===== src/rtl/floor_call_bank.sv =====
// Pending elevator call register bank: car, hall-up and hall-down masks with
// set-on-press, direction-aware clear-on-service and position summaries.
module floor_call_bank #(
  parameter int FLOORS = 8,
  parameter int FW     = 3,
  parameter int CW     = 5
) (
  input  logic              clk,
  input  logic              reset,
  input  logic [FLOORS-1:0] car_set,
  input  logic [FLOORS-1:0] up_set,
  input  logic [FLOORS-1:0] dn_set,
  input  logic [FW-1:0]     cur_floor,
  input  logic              arrive,
  input  logic              dir_up,
  output logic [FLOORS-1:0] car_mask,
  output logic [FLOORS-1:0] up_mask,
  output logic [FLOORS-1:0] dn_mask,
  output logic              call_any,
  output logic              above_any,
  output logic              below_any,
  output logic              at_floor_hit,
  output logic [CW-1:0]     pending_cnt,
  output logic              svc_done
);

  localparam logic [FLOORS-1:0] ONE         = FLOORS'(1);
  localparam logic [FLOORS-1:0] TOP_BIT     = ONE << (FLOORS - 1);
  localparam logic [FW:0]       FLOOR_LIMIT = (FW + 1)'(FLOORS);

  logic [FLOORS-1:0] carMask_q, carMask_d;
  logic [FLOORS-1:0] upMask_q, upMask_d;
  logic [FLOORS-1:0] dnMask_q, dnMask_d;
  logic              svcDone_q, svcDone_d;

  logic              inRange;
  logic              serviceHit;
  logic [FLOORS-1:0] anyMask;
  logic [FLOORS-1:0] selVec;
  logic [FLOORS-1:0] belowVec;
  logic [FLOORS-1:0] aboveVec;
  logic [FLOORS-1:0] carClr, upClr, dnClr;
  logic [CW-1:0]     callCount;

  // An out-of-range position is treated as above every floor, so all calls read as below.
  assign inRange    = {1'b0, cur_floor} < FLOOR_LIMIT;
  assign serviceHit = arrive & inRange;
  assign anyMask    = carMask_q | upMask_q | dnMask_q;
  assign selVec     = inRange ? (ONE << cur_floor) : '0;
  assign belowVec   = inRange ? (selVec - ONE) : '1;
  assign aboveVec   = inRange ? ~(belowVec | selVec) : '0;

  assign call_any     = |anyMask;
  assign above_any    = |(anyMask & aboveVec);
  assign below_any    = |(anyMask & belowVec);
  assign at_floor_hit = |(anyMask & selVec);

  // Opposite-direction hall call is also served when nothing remains ahead (reversal).
  always_comb begin
    carClr = '0;
    upClr  = '0;
    dnClr  = '0;
    if (serviceHit) begin
      carClr = selVec;
      if (dir_up || !below_any) upClr = selVec;
      if (!dir_up || !above_any) dnClr = selVec;
    end
    carMask_d = (carMask_q | car_set) & ~carClr;
    upMask_d  = (upMask_q | (up_set & ~TOP_BIT)) & ~upClr;
    dnMask_d  = (dnMask_q | (dn_set & ~ONE)) & ~dnClr;
    svcDone_d = |((carMask_q & carClr) | (upMask_q & upClr) | (dnMask_q & dnClr));
  end

  always_comb begin
    callCount = '0;
    for (int i = 0; i < FLOORS; i++) begin
      callCount = callCount + CW'(carMask_q[i]) + CW'(upMask_q[i]) + CW'(dnMask_q[i]);
    end
  end

  always_ff @(posedge clk) begin
    if (reset) begin
      carMask_q <= '0;
      upMask_q  <= '0;
      dnMask_q  <= '0;
      svcDone_q <= 1'b0;
    end else begin
      carMask_q <= carMask_d;
      upMask_q  <= upMask_d;
      dnMask_q  <= dnMask_d;
      svcDone_q <= svcDone_d;
    end
  end

  assign car_mask    = carMask_q;
  assign up_mask     = upMask_q;
  assign dn_mask     = dnMask_q;
  assign pending_cnt = callCount;
  assign svc_done    = svcDone_q;

endmodule


===== config.mk =====
export PLATFORM = sky130hd
export DESIGN_NAME = floor_call_bank
export DESIGN_NICKNAME = d
export VERILOG_FILES = /design/src/rtl/floor_call_bank.sv
export SDC_FILE = /design/constraint.sdc
export NUM_CORES = 1
export LEC_CHECK = 0
export ABC_AREA = 1
export BUFFER_PORTS_ARGS = -buffer_cell sky130_fd_sc_hd__buf_2
export CORE_MARGIN = 2
export CORE_UTILIZATION = 45
export CTS_BUF_LIST = sky130_fd_sc_hd__clkbuf_4 sky130_fd_sc_hd__clkbuf_8
export CTS_CLUSTER_SIZE = 25
export DETAILED_ROUTE_END_ITERATION = 10
export GPL_ROUTABILITY_DRIVEN = 1
export PLACE_DENSITY = 0.74
export SLEW_MARGIN = 5
export SYNTH_ARGS = -nofsm -noshare
export SYNTH_HDL_FRONTEND = slang
export SYNTH_SLANG_ARGS = --single-unit

===== constraint.sdc =====
create_clock -name clk -period 5.1 [get_ports clk]
set_input_delay 1.275 -clock clk [delete_from_list [all_inputs] [get_ports clk]]
set_output_delay 1.275 -clock clk [all_outputs]
set_load 0.03 [all_outputs]

# [Yosys cells after proc, flatten, opt, wreduce, memory -nomap -nowiden]
# Index checks and enable logic that the tools add are counted.
[totals] out_inout_bits=34 mem_count=0 romBits=0 wordCells=65 latch_bits=0 ff_bits=25 ram_bits=0
[op_classes] mux=5 n_div=0 addsub=24 n_eq_ne=0 multipliers=0 reduce_logical=10 bitwise_logic=21 order_cmp=0 shifts=1
[op_table] op="$add A5 B1 Y5" n=19
[op_table] op="$and A8 B8 Y8" n=9
[op_table] op="$or A8 B8 Y8" n=7
[op_table] op="$mux W8" n=5
[op_table] op="$reduce_or A8 Y1" n=5
[op_table] op="$not A8 Y8" n=4
[op_table] op="$or A8 B7 Y8" n=1
[op_table] op="$shl A1 B3 Y8 const A" n=1
[op_table] op="$sub A8 B1 Y8 const B" n=1
[op_table] op="$add A4 B1 Y5" n=1
[op_table] op="$add A3 B1 Y4" n=1
[op_table] op="$add A2 B1 Y3" n=1
[op_table] op="$logic_not A1 Y1" n=3
[op_table] op="$add A1 B1 Y2" n=1
[op_table] op="$logic_or A1 B1 Y1" n=2

# [Logic depth before layout (Yosys ltp)]
# Gate-level depths: netlist (run 1).
[logic_depth] word_depth=23 depth_mapped=17

# [Least setup slack after synthesis (run 1)]
# OpenSTA, ideal clock, no wires.
[synth_timing] path_type="reg-to-output" startpoint="reg carMask_q[5], in the netlist car_mask[5]" endpoint="out pending_cnt[4]" slack_ns=-0.563 stages_incl_launch_ff=12 required_ns=3.825 arrival_time_ns=4.388 path_cell_list="dfxtp_1 -> inv_1 -> fa_1 -> fa_1 -> fa_1 -> fa_1 -> fa_1 -> inv_1 -> ha_1 -> inv_1 -> fa_1 -> o21ai_0"
[synth_between] elab_chain_cells=9
[synth_lines] element="start, declared" line="31" rtl="logic [FLOORS-1:0] carMask_q, carMask_d;"
[synth_lines] element="start signal, assigned" line="88" rtl="carMask_q <= carMask_d;"
[synth_lines] element="$add A5 B1 Y5 (9 in series)" line="77" rtl="callCount = callCount + CW'(carMask_q[i]) + CW'(upMask_q[i]) + CW'(dnMask_q[i]);"
[synth_lines] element="end, declared" line="23" rtl="output logic [CW-1:0] pending_cnt,"
# No other way between the ends.

# [Worst setup path after layout (run 1)]
[layout_timing] startpoint="reg dnMask_q[1], in the netlist dn_mask[1]" endpoint="out pending_cnt[2]"
[layout_between] elab_chain_cells=19
[layout_lines] element="start, declared" line="33" rtl="logic [FLOORS-1:0] dnMask_q, dnMask_d;"
[layout_lines] element="start signal, assigned" line="90" rtl="dnMask_q <= dnMask_d;"
[layout_lines] element="$add A5 B1 Y5 (19 in series)" line="77"
# No other way between the ends.

==> qor.yml, run 1 <==
async_flop_share_pct: 0
violations: "setup timing"
drv_cap: 0
die_area_mm2: 0.00508
vias: 2117
synth.top_cell.area_share_pct: 24.6
max_clock_freq_mhz: 183
final_nets: 420
die-height_um: 71.2
postSynthCellCount: 288
setup_viol_count_final: 4
rsz0062_at_grt: "yes"
setup_slack_ns: -0.370
cts_buffer_depth: 2
io_pins: 65
outcome: "finished, violations left"
fin_skew_ns: 0.00550
synth-main-ff-cell: "dfxtp_1"
die_w_um: 71.2
cp_data_arrival_time_ns: 4.19
power_switching_mw: 0.664
root_buffer: "clkbuf_8"
synth_common_cells: "nand2_1, inv_1, nor2_1, dfxtp_1, nand3_1"
synthTopCellsByArea: "dfxtp_1, fa_1, nand2_1"
peakVddDrop_mv: 0.774
syn_to_final_growth_pct: 28.4
path_max_fanout: 2
synth_edf_count: 0
viasPerCell: 5.11
pwr-share-clk_pct: 9.2
crit_path_start_kind: "flop"
crit_type: "reg2out"
swShare_pct: 47.7
powerDensity_mw_per_mm2: 533
holdCritPathClass: "reg2reg"
place_inst: 409
p_int_mw: 0.728
ys_types: 25
synth.avg_cell_area_um2: 7.06
grt_use_total_pct: 23.0
yosysMostFrequentCell: "nand2_1"
place_worst_setup_slack_ns: -0.149
holdBufCountCts: 0
p_leak_nw: 1.42
grt_pass1_vias: 1986
syn_area_mm2: 0.00203
cts_tree: "yes"
cp-end-kind: "output pin"
antenna_found_initial: 0
cts_buffers: 3
initial_core_util_pct: 46.7
final_max_slew_viol_count: 0
fin_crit_ns: 5.47
power_frac_comb_pct: 74.6
place.gp.congestion: 0.869
cts_max_level: 1
core_area_mm2: 0.00435
finalWirelength_um: 5630
detail_route.first_pass.iterations: 5
synth.largest_area_cell: "dfxtp_1"
whs_ns: 0.541
final_cells: 414
fin_crit_sh_pct: 107
wire_per_inst_um: 13.6
pwr-share-seq_pct: 16.1
tightestPinTransition_ns: 0.623
drtIter0Drc: 128
final-hold-violation-count: 0
syn_nets: 345
clk-insertion-delay-late_ns: 0.28
relSlewSlack_pct: 58.4
nFillCells: 413
grt_remaining_overflow: 0
port_buffers: 62
clock-sinks: 25
synth_warnings: 0
drc: 0
dp_hpwl_um: 4540
grt_pass1_wl_um: 9180
drive_gt1_share_pct: 30.1
grt_max_degree: 21
ys_seq_area_share_pct: 24.6
power.total_mw: 1.39
clkSlewWorstSetupHoldPaths_ns: 0.10
rows: 24
n_antenna_cell: 0
crit_required_ns: 3.83
antenna_left: 0
yosys_register_bits: 25
==> routing by layer <==
layer  share of wire (%)  routed length (um)  vias up  GRT usage, %
li1                    -                   -     1051             -
met1                  44                2500      978          32.4
met2                  47                2660       82          38.4
met3                 7.5                 422        6          3.23
met4                0.91                  51        0          4.40
met5                   0                   0        -             0
==> critical path, stage by stage, from the launching register on <==
cell     delay [ns]
dfxtp_2        0.34
fa_1           0.53
inv_1          0.05
fa_1           0.49
inv_1          0.05
fa_1           0.47
inv_1          0.05
fa_1           0.50
fa_1           0.42
inv_1          0.08
ha_2           0.18
inv_2          0.04
fa_2           0.40
xnor2_4        0.16
buf_6          0.15
==> final timing paths <==
path / from / endpoint / slack (ns) / cells past startpoint
setup reg to reg: up_mask[3]$_SDFF_PP0_ / svc_done$_SDFF_PP0_ / 3.29 / 14
setup / recovery: dn_mask[1]$_SDFF_PP0_ / pending_cnt[2] / -0.37 / 14
hold reg to reg: dn_mask[0]$_SDFF_PP0_ / dn_mask[0]$_SDFF_PP0_ / 0.54 / 2
hold / removal: dn_mask[0]$_SDFF_PP0_ / dn_mask[0]$_SDFF_PP0_ / 0.54 / 2
==> layout by cell type, fill, tap and decap left out, types with 2 or more instances in the layout <==
master    count
nand2_2       4
nand3_1      19
nor2_4        2
o221ai_1      7
buf_2        57
nor2_1       36
dfxtp_2      11
buf_4        15
o21ai_0      16
nand4_1       5
buf_6         4
fa_2          2
a21oi_1      17
clkbuf_8      3
inv_2         3
ha_1          8
inv_1        54
nor4_1        2
nand2_1      59
fa_1         15
dfxtp_1      13
==> kinds of logic after synthesis <==
family | synth area share (%)
xor gates and xnor gates | 0.861
adders and majority gates | 22.3
buffers and inverters | 12.5
DFF | 24.6
AOI/OAI and AO/OA | 11.7
and+or+nand+nor | 28.0
==> area by class of cell <==
class	count	area (um^2)	area share (%)
multi-input cells	200	1320	50.7
flip-flops and latches	25	518	19.8
repair buffers	76	443	17.0
inverters	57	214	8.19
well taps	52	65.1	2.49
clock buffers	3	41.3	1.58
clock inverters	1	6.26	0.240
==> state kept, by name (all words and copies together) (netlist names) <==
name,flops
dn_mask,8
up_mask,8
svc_done,1
car_mask,8
==> repair_timing <==
item | in CTS | in global routing
setup endpoints to repair | 4 | 5
pin swaps | 4 | 2
setup buffers | 0 | 1
resized for setup | 9 | 5
==> power groups by stage <==
stage / sequential [mW] / combinational [mW] / clock, mW
after floorplan: 0.258 / 0.640 / 0
after global placement: 0.229 / 0.861 / 0
after detailed placement: 0.229 / 0.888 / 0
after CTS: 0.225 / 0.981 / 0.130
after global routing: 0.227 / 1.13 / 0.137
final: 0.225 / 1.04 / 0.128
==> through the flow <==
| stage | setup TNS (ns) | cell area, um^2 | util (%) |
|---|---|---|---|
| 2_1_floorplan | 0 | 2090 | - |
| 3_3_place_gp | -0.196 | 2520 | 58.0 |
| 3_5_place_dp | -0.307 | 2520 | 58.0 |
| 4_1_cts | -1.42 | 2590 | 59.6 |
| 5_1_grt | -1.67 | 2610 | 60.0 |
| 6_report | -1.25 | 2610 | 60.0 |
No activity file was read; power rests on OpenSTA's default activity.
==> run 2: changes to the inputs <==
--- a/config.mk
+++ b/config.mk
@@ -6,7 +6,7 @@
 export NUM_CORES = 1
 export LEC_CHECK = 0
 export ABC_AREA = 1
-export BUFFER_PORTS_ARGS = -buffer_cell sky130_fd_sc_hd__buf_2
+export BUFFER_PORTS_ARGS = -buffer_cell sky130_fd_sc_hd__clkbuf_2
 export CORE_MARGIN = 2
 export CORE_UTILIZATION = 45
 export CTS_BUF_LIST = sky130_fd_sc_hd__clkbuf_4 sky130_fd_sc_hd__clkbuf_8
==> constraint.sdc (replaced) <==
create_clock -name clk -period 5.1 [get_ports clk]
set_input_delay 1.275 -clock clk [delete_from_list [all_inputs] [get_ports clk]]
set_output_delay 1.275 -clock clk [all_outputs]
set_load 0.01 [all_outputs]
==> qor.yml, run 2 (same netlist as run 1, synthesis figures left out) <==
rsz0062_at_grt: "yes"
violations: "setup timing"
cts_buffers: 3
min_path_cells: 2
hold_start: "dn_mask[0]$_SDFF_PP0_"
dp_hpwl_um: 4560
drc: 0
rrSetupSlack_ns: 3.22
fin_crit_ns: 5.35
place.gp.congestion: 0.886
detail_route.first_pass.iterations: 4
peakVddDrop_mv: 0.238
fin_skew_ns: 0.00698
hold-path-endpoint: "dn_mask[0]$_SDFF_PP0_"
wire_per_inst_um: 13.2
crit_chain: "fa_1 > inv_1 > fa_1 > inv_1 > fa_1 > inv_1 > fa_1 > fa_1 > inv_2 > ha_4 > inv_2 > fa_2 > inv_1 > clkbuf_2"
crit_path_start_kind: "flop"
crit_top_cell: "fa_1"
clk-insertion-delay-late_ns: 0.27
slowest_delay_ns: 0.52
fin_crit_sh_pct: 105
drive_gt1_share_pct: 27.3
dpl_cell_area_mm2: 0.00246
final_nets: 421
powerDensity_mw_per_mm2: 390
final_max_slew_viol_count: 0
cts_max_level: 1
outcome: "finished, violations left"
rows: 24
io_pins: 65
antenna_found_initial: 0
ff2ff_path_depth: 15
final_cells: 415
die_area_mm2: 0.00508
reg2reg_from: "dn_mask[1]$_SDFF_PP0_"
cp_data_arrival_time_ns: 4.07
final-hold-violation-count: 0
path_max_fanout: 2
max_clock_freq_mhz: 187
nFillCells: 418
drv_cap: 0
tightestPinTransition_ns: 0.572
antenna_left: 0
cts_tree: "yes"
final_area_mm2: 0.00256
setup_slack_ns: -0.247
grt_max_degree: 21
cp-end-kind: "output pin"
finalWirelength_um: 5490
die-height_um: 71.2
setup_viol_count_final: 4
viasPerCell: 5.15
grt_use_total_pct: 22.1
r2r_end: "svc_done$_SDFF_PP0_"
slowest_stage: "fa_1"
holdCritPathClass: "reg2reg"
port_buffers: 62
clock-sinks: 25
die_w_um: 71.2
crit_type: "reg2out"
crit_required_ns: 3.83
vias: 2139
drtIter0Drc: 115
place_inst: 408
core_area_mm2: 0.00435
final_common_cell: "clkbuf_2"
grt_pass1_wl_um: 8960
clkSlewWorstSetupHoldPaths_ns: 0.10
grt_remaining_overflow: 0
initial_core_util_pct: 46.7
layout_common_cells: "clkbuf_2, nand2_1, inv_1"
final_util_pct: 58.8
grt_pass1_vias: 1947
syn_to_final_growth_pct: 25.8
power.total_mw: 0.999
relSlewSlack_pct: 61.8
cts_buffer_depth: 2
root_buffer: "clkbuf_8"
n_antenna_cell: 0
p_leak_nw: 1.41
run 2: cell type report:
| class | instances | area (um^2) | share of cell area, % |
|---|---|---|---|
| multi-input cells | 200 | 1310 | 51.1 |
| flip-flops and latches | 25 | 502 | 19.6 |
| repair buffers | 77 | 423 | 16.5 |
| inverters | 57 | 214 | 8.36 |
| well taps | 52 | 65.1 | 2.54 |
| clock buffers | 3 | 41.3 | 1.61 |
| clock inverters | 1 | 7.51 | 0.293 |
run 2: metrics by stage:
stage                     setup WS (ns)  TNS [ns]  hold WS (ns)
after floorplan                  0.0192         0         0.516
after global placement          -0.0419   -0.0534         0.529
after detailed placement        -0.0647    -0.103         0.534
after CTS                        -0.300    -0.985         0.548
after global routing             -0.412     -1.53         0.598
final                            -0.247    -0.899         0.550
run 2: repair_timing:
action	4_1_cts	5_1_grt
pin swaps	4	3
setup endpoints to repair	4	4
hold buffers	0	0
setup buffers	1	2
resized for setup	5	9
run 2: power by group:
group          internal [mW]  leakage [nW]  switching, mW
combinational          0.294          1.17          0.357
sequential             0.209         0.209         0.0149
clock                 0.0555        0.0217         0.0683
total                  0.559          1.41          0.440
run 2: how the worst max path moves through the flow:
| stage | start | to | slack, ns | cells past startpoint |
|---|---|---|---|---|
| after global routing | dn_mask[1]$_SDFF_PP0_ | pending_cnt[1] | -0.41 | 14 |
| after detailed placement | car_mask[5]$_SDFF_PP0_ | pending_cnt[4] | -0.06 | 12 |
| after floorplan | car_mask[5]$_SDFF_PP0_ | pending_cnt[4] | 0.02 | 11 |
| final | dn_mask[1]$_SDFF_PP0_ | pending_cnt[1] | -0.25 | 14 |
| after CTS | dn_mask[1]$_SDFF_PP0_ | pending_cnt[1] | -0.30 | 14 |
| after global placement | car_mask[5]$_SDFF_PP0_ | pending_cnt[4] | -0.04 | 12 |
run 2: critical path, delay by kind of cell (launching register included):
family / cells / cell delay (ns)
adders and majority gates: 7 / 3.06
DFF: 1 / 0.34
buffers and inverters: 7 / 0.40
run 2: routing by layer:
layer  vias up  GRT usage [%]  wire [um]
met5         -              0          0
met4         0           5.87        137
met3        15           3.52        329
met2        81           35.4       2580
met1       983           31.5       2440
li1       1060              -          -
==> run 3: changes to the inputs <==
--- a/config.mk
+++ b/config.mk
@@ -7,6 +7,7 @@
 export LEC_CHECK = 0
 export ABC_AREA = 1
 export BUFFER_PORTS_ARGS = -buffer_cell sky130_fd_sc_hd__clkbuf_2
+export CORE_ASPECT_RATIO = 0.5
 export CORE_MARGIN = 2
 export CORE_UTILIZATION = 45
 export CTS_BUF_LIST = sky130_fd_sc_hd__clkbuf_4 sky130_fd_sc_hd__clkbuf_8
==> constraint.sdc (replaced) <==
create_clock -name clk -period 6.2 [get_ports clk]
set_input_delay 1.55 -clock clk [delete_from_list [all_inputs] [get_ports clk]]
set_output_delay 1.55 -clock clk [all_outputs]
set_load 0.01 [all_outputs]
==> qor.yml, run 3 (same netlist as run 1, synthesis figures left out) <==
outcome: "completed"
drc: 0
syn_to_final_growth_pct: 19.1
rrSetupSlack_ns: 4.34
drive_gt1_share_pct: 21.6
holdCritPathClass: "reg2reg"
antenna_found_initial: 0
place.gp.congestion: 0.947
final_nets: 406
grt_max_degree: 21
grt_use_total_pct: 22.2
grt_pass1_vias: 1926
clkSlewWorstSetupHoldPaths_ns: 0.10
cts_max_level: 1
setup_slack_ns: 0.375
fin_crit_sh_pct: 94.0
grt_pass1_wl_um: 9000
initial_core_util_pct: 46.4
cts_setup_buffers: 0
nFillCells: 431
relSlewSlack_pct: 60.1
powerDensity_mw_per_mm2: 316
min_path_cells: 2
fin_skew_ns: 0.00770
n_antenna_cell: 0
wire_per_inst_um: 13.8
viasPerCell: 5.24
path_max_fanout: 5
die_area_mm2: 0.00511
grt_remaining_overflow: 0
vias: 2124
final_common_cell: "clkbuf_2"
holdBufCountCts: 0
setup_viol_count_final: 0
cp-end-kind: "output pin"
r2r_end: "svc_done$_SDFF_PP0_"
cts_buffer_depth: 2
place_worst_setup_slack_ns: 0.682
detail_route.first_pass.iterations: 4
cts_tree: "yes"
ff2ff_path_depth: 13
antenna_left: 0
rsz0062_at_grt: "no"
core_area_mm2: 0.00438
final_max_slew_viol_count: 0
clock-sinks: 25
dp_hpwl_um: 4560
ff_latch_area_um2: 500
cts-resized-gates: 0
drtIter0Drc: 181
rows: 17
hold_start: "up_mask[7]$_SDFF_PP0_"
crit_required_ns: 4.65
crit_type: "reg2out"
crit_path_start_kind: "flop"
io_pins: 65
cp_data_arrival_time_ns: 4.27
hold-path-endpoint: "up_mask[7]$_SDFF_PP0_"
finalWirelength_um: 5600
p_leak_nw: 1.33
multi_input_area_mm2: 0.00128
drv_cap: 0
cts_buffers: 3
fin_crit_ns: 5.82
peakVddDrop_mv: 0.292
final-hold-violation-count: 0
tightestPinTransition_ns: 0.598
reg2reg_from: "car_mask[4]$_SDFF_PP0_"
layout_common_cells: "clkbuf_2, nand2_1, inv_1"
port_buffers: 62
die_w_um: 99.1
die-height_um: 51.5
max_clock_freq_mhz: 172
clk-insertion-delay-late_ns: 0.28
root_buffer: "clkbuf_8"
setup_tns_ns: 0
[run 3: changes by cell type in the layout (fill, tap and decap cells not counted), moves of 2 or more]
cell      previous run  this run
fa_1                15        17
buf_2                3         0
clkbuf_2            59        62
fa_2                 2         0
inv_2                3         1
buf_4               15         0
inv_1               54        56
[run 3: worst max path at each step]
stage / startpoint / end / slack, ns / cells after the start
floorplan: car_mask[5]$_SDFF_PP0_ / pending_cnt[4] / 0.84 / 11
global route: dn_mask[1]$_SDFF_PP0_ / pending_cnt[2] / 0.19 / 14
CTS: dn_mask[1]$_SDFF_PP0_ / pending_cnt[2] / 0.35 / 14
global placement: car_mask[5]$_SDFF_PP0_ / pending_cnt[2] / 0.77 / 12
detailed placement: car_mask[5]$_SDFF_PP0_ / pending_cnt[2] / 0.68 / 12
finish: dn_mask[1]$_SDFF_PP0_ / pending_cnt[2] / 0.38 / 14
[run 3: power breakdown]
| group | switching (mW) | internal (mW) | total (mW) |
|---|---|---|---|
| logic | 0.273 | 0.203 | 0.476 |
| registers | 0.0160 | 0.172 | 0.188 |
| clock network | 0.0567 | 0.0457 | 0.102 |
| total | 0.346 | 0.421 | 0.767 |
[run 3: metal layers]
| layer | up-vias | wire length [um] | track usage, % | share of wire [%] |
|---|---|---|---|---|
| met2 | 83 | 2480 | 35.5 | 44 |
| li1 | 1030 | - | - | - |
| met1 | 1007 | 2640 | 32.2 | 47 |
| met4 | 0 | 25 | 4.79 | 0.45 |
| met5 | - | 0 | 0 | 0 |
| met3 | 4 | 457 | 3.49 | 8.2 |
[run 3: stage by stage]
stage	utilization (%)	hold slack [ns]	total power, mW	instance area [um^2]	cells
global route	55.3	0.543	0.851	2420	405
CTS	55.3	0.517	0.778	2420	405
detailed placement	54.2	0.505	0.676	2370	401
finish	55.3	0.512	0.767	2420	405
global placement	54.2	0.498	0.649	2370	401
floorplan	-	0.516	0.516	2030	288
[run 3: critical path: stages (launching register included)]
cell      delay, ns
dfxtp_1        0.39
fa_1           0.57
inv_1          0.05
fa_1           0.48
inv_1          0.05
fa_1           0.47
inv_1          0.05
fa_1           0.49
fa_1           0.40
inv_1          0.07
ha_1           0.16
inv_1          0.06
fa_1           0.41
xnor2_1        0.18
clkbuf_2       0.16
[run 3: area by class of cell]
cell class | instances | area share [%]
multi-input combinational | 200 | 52.8
sequential | 25 | 20.7
timing repair buffer | 62 | 12.8
inverter | 57 | 8.83
tap | 57 | 2.94
clock buffer | 3 | 1.70
clock inverter | 1 | 0.310
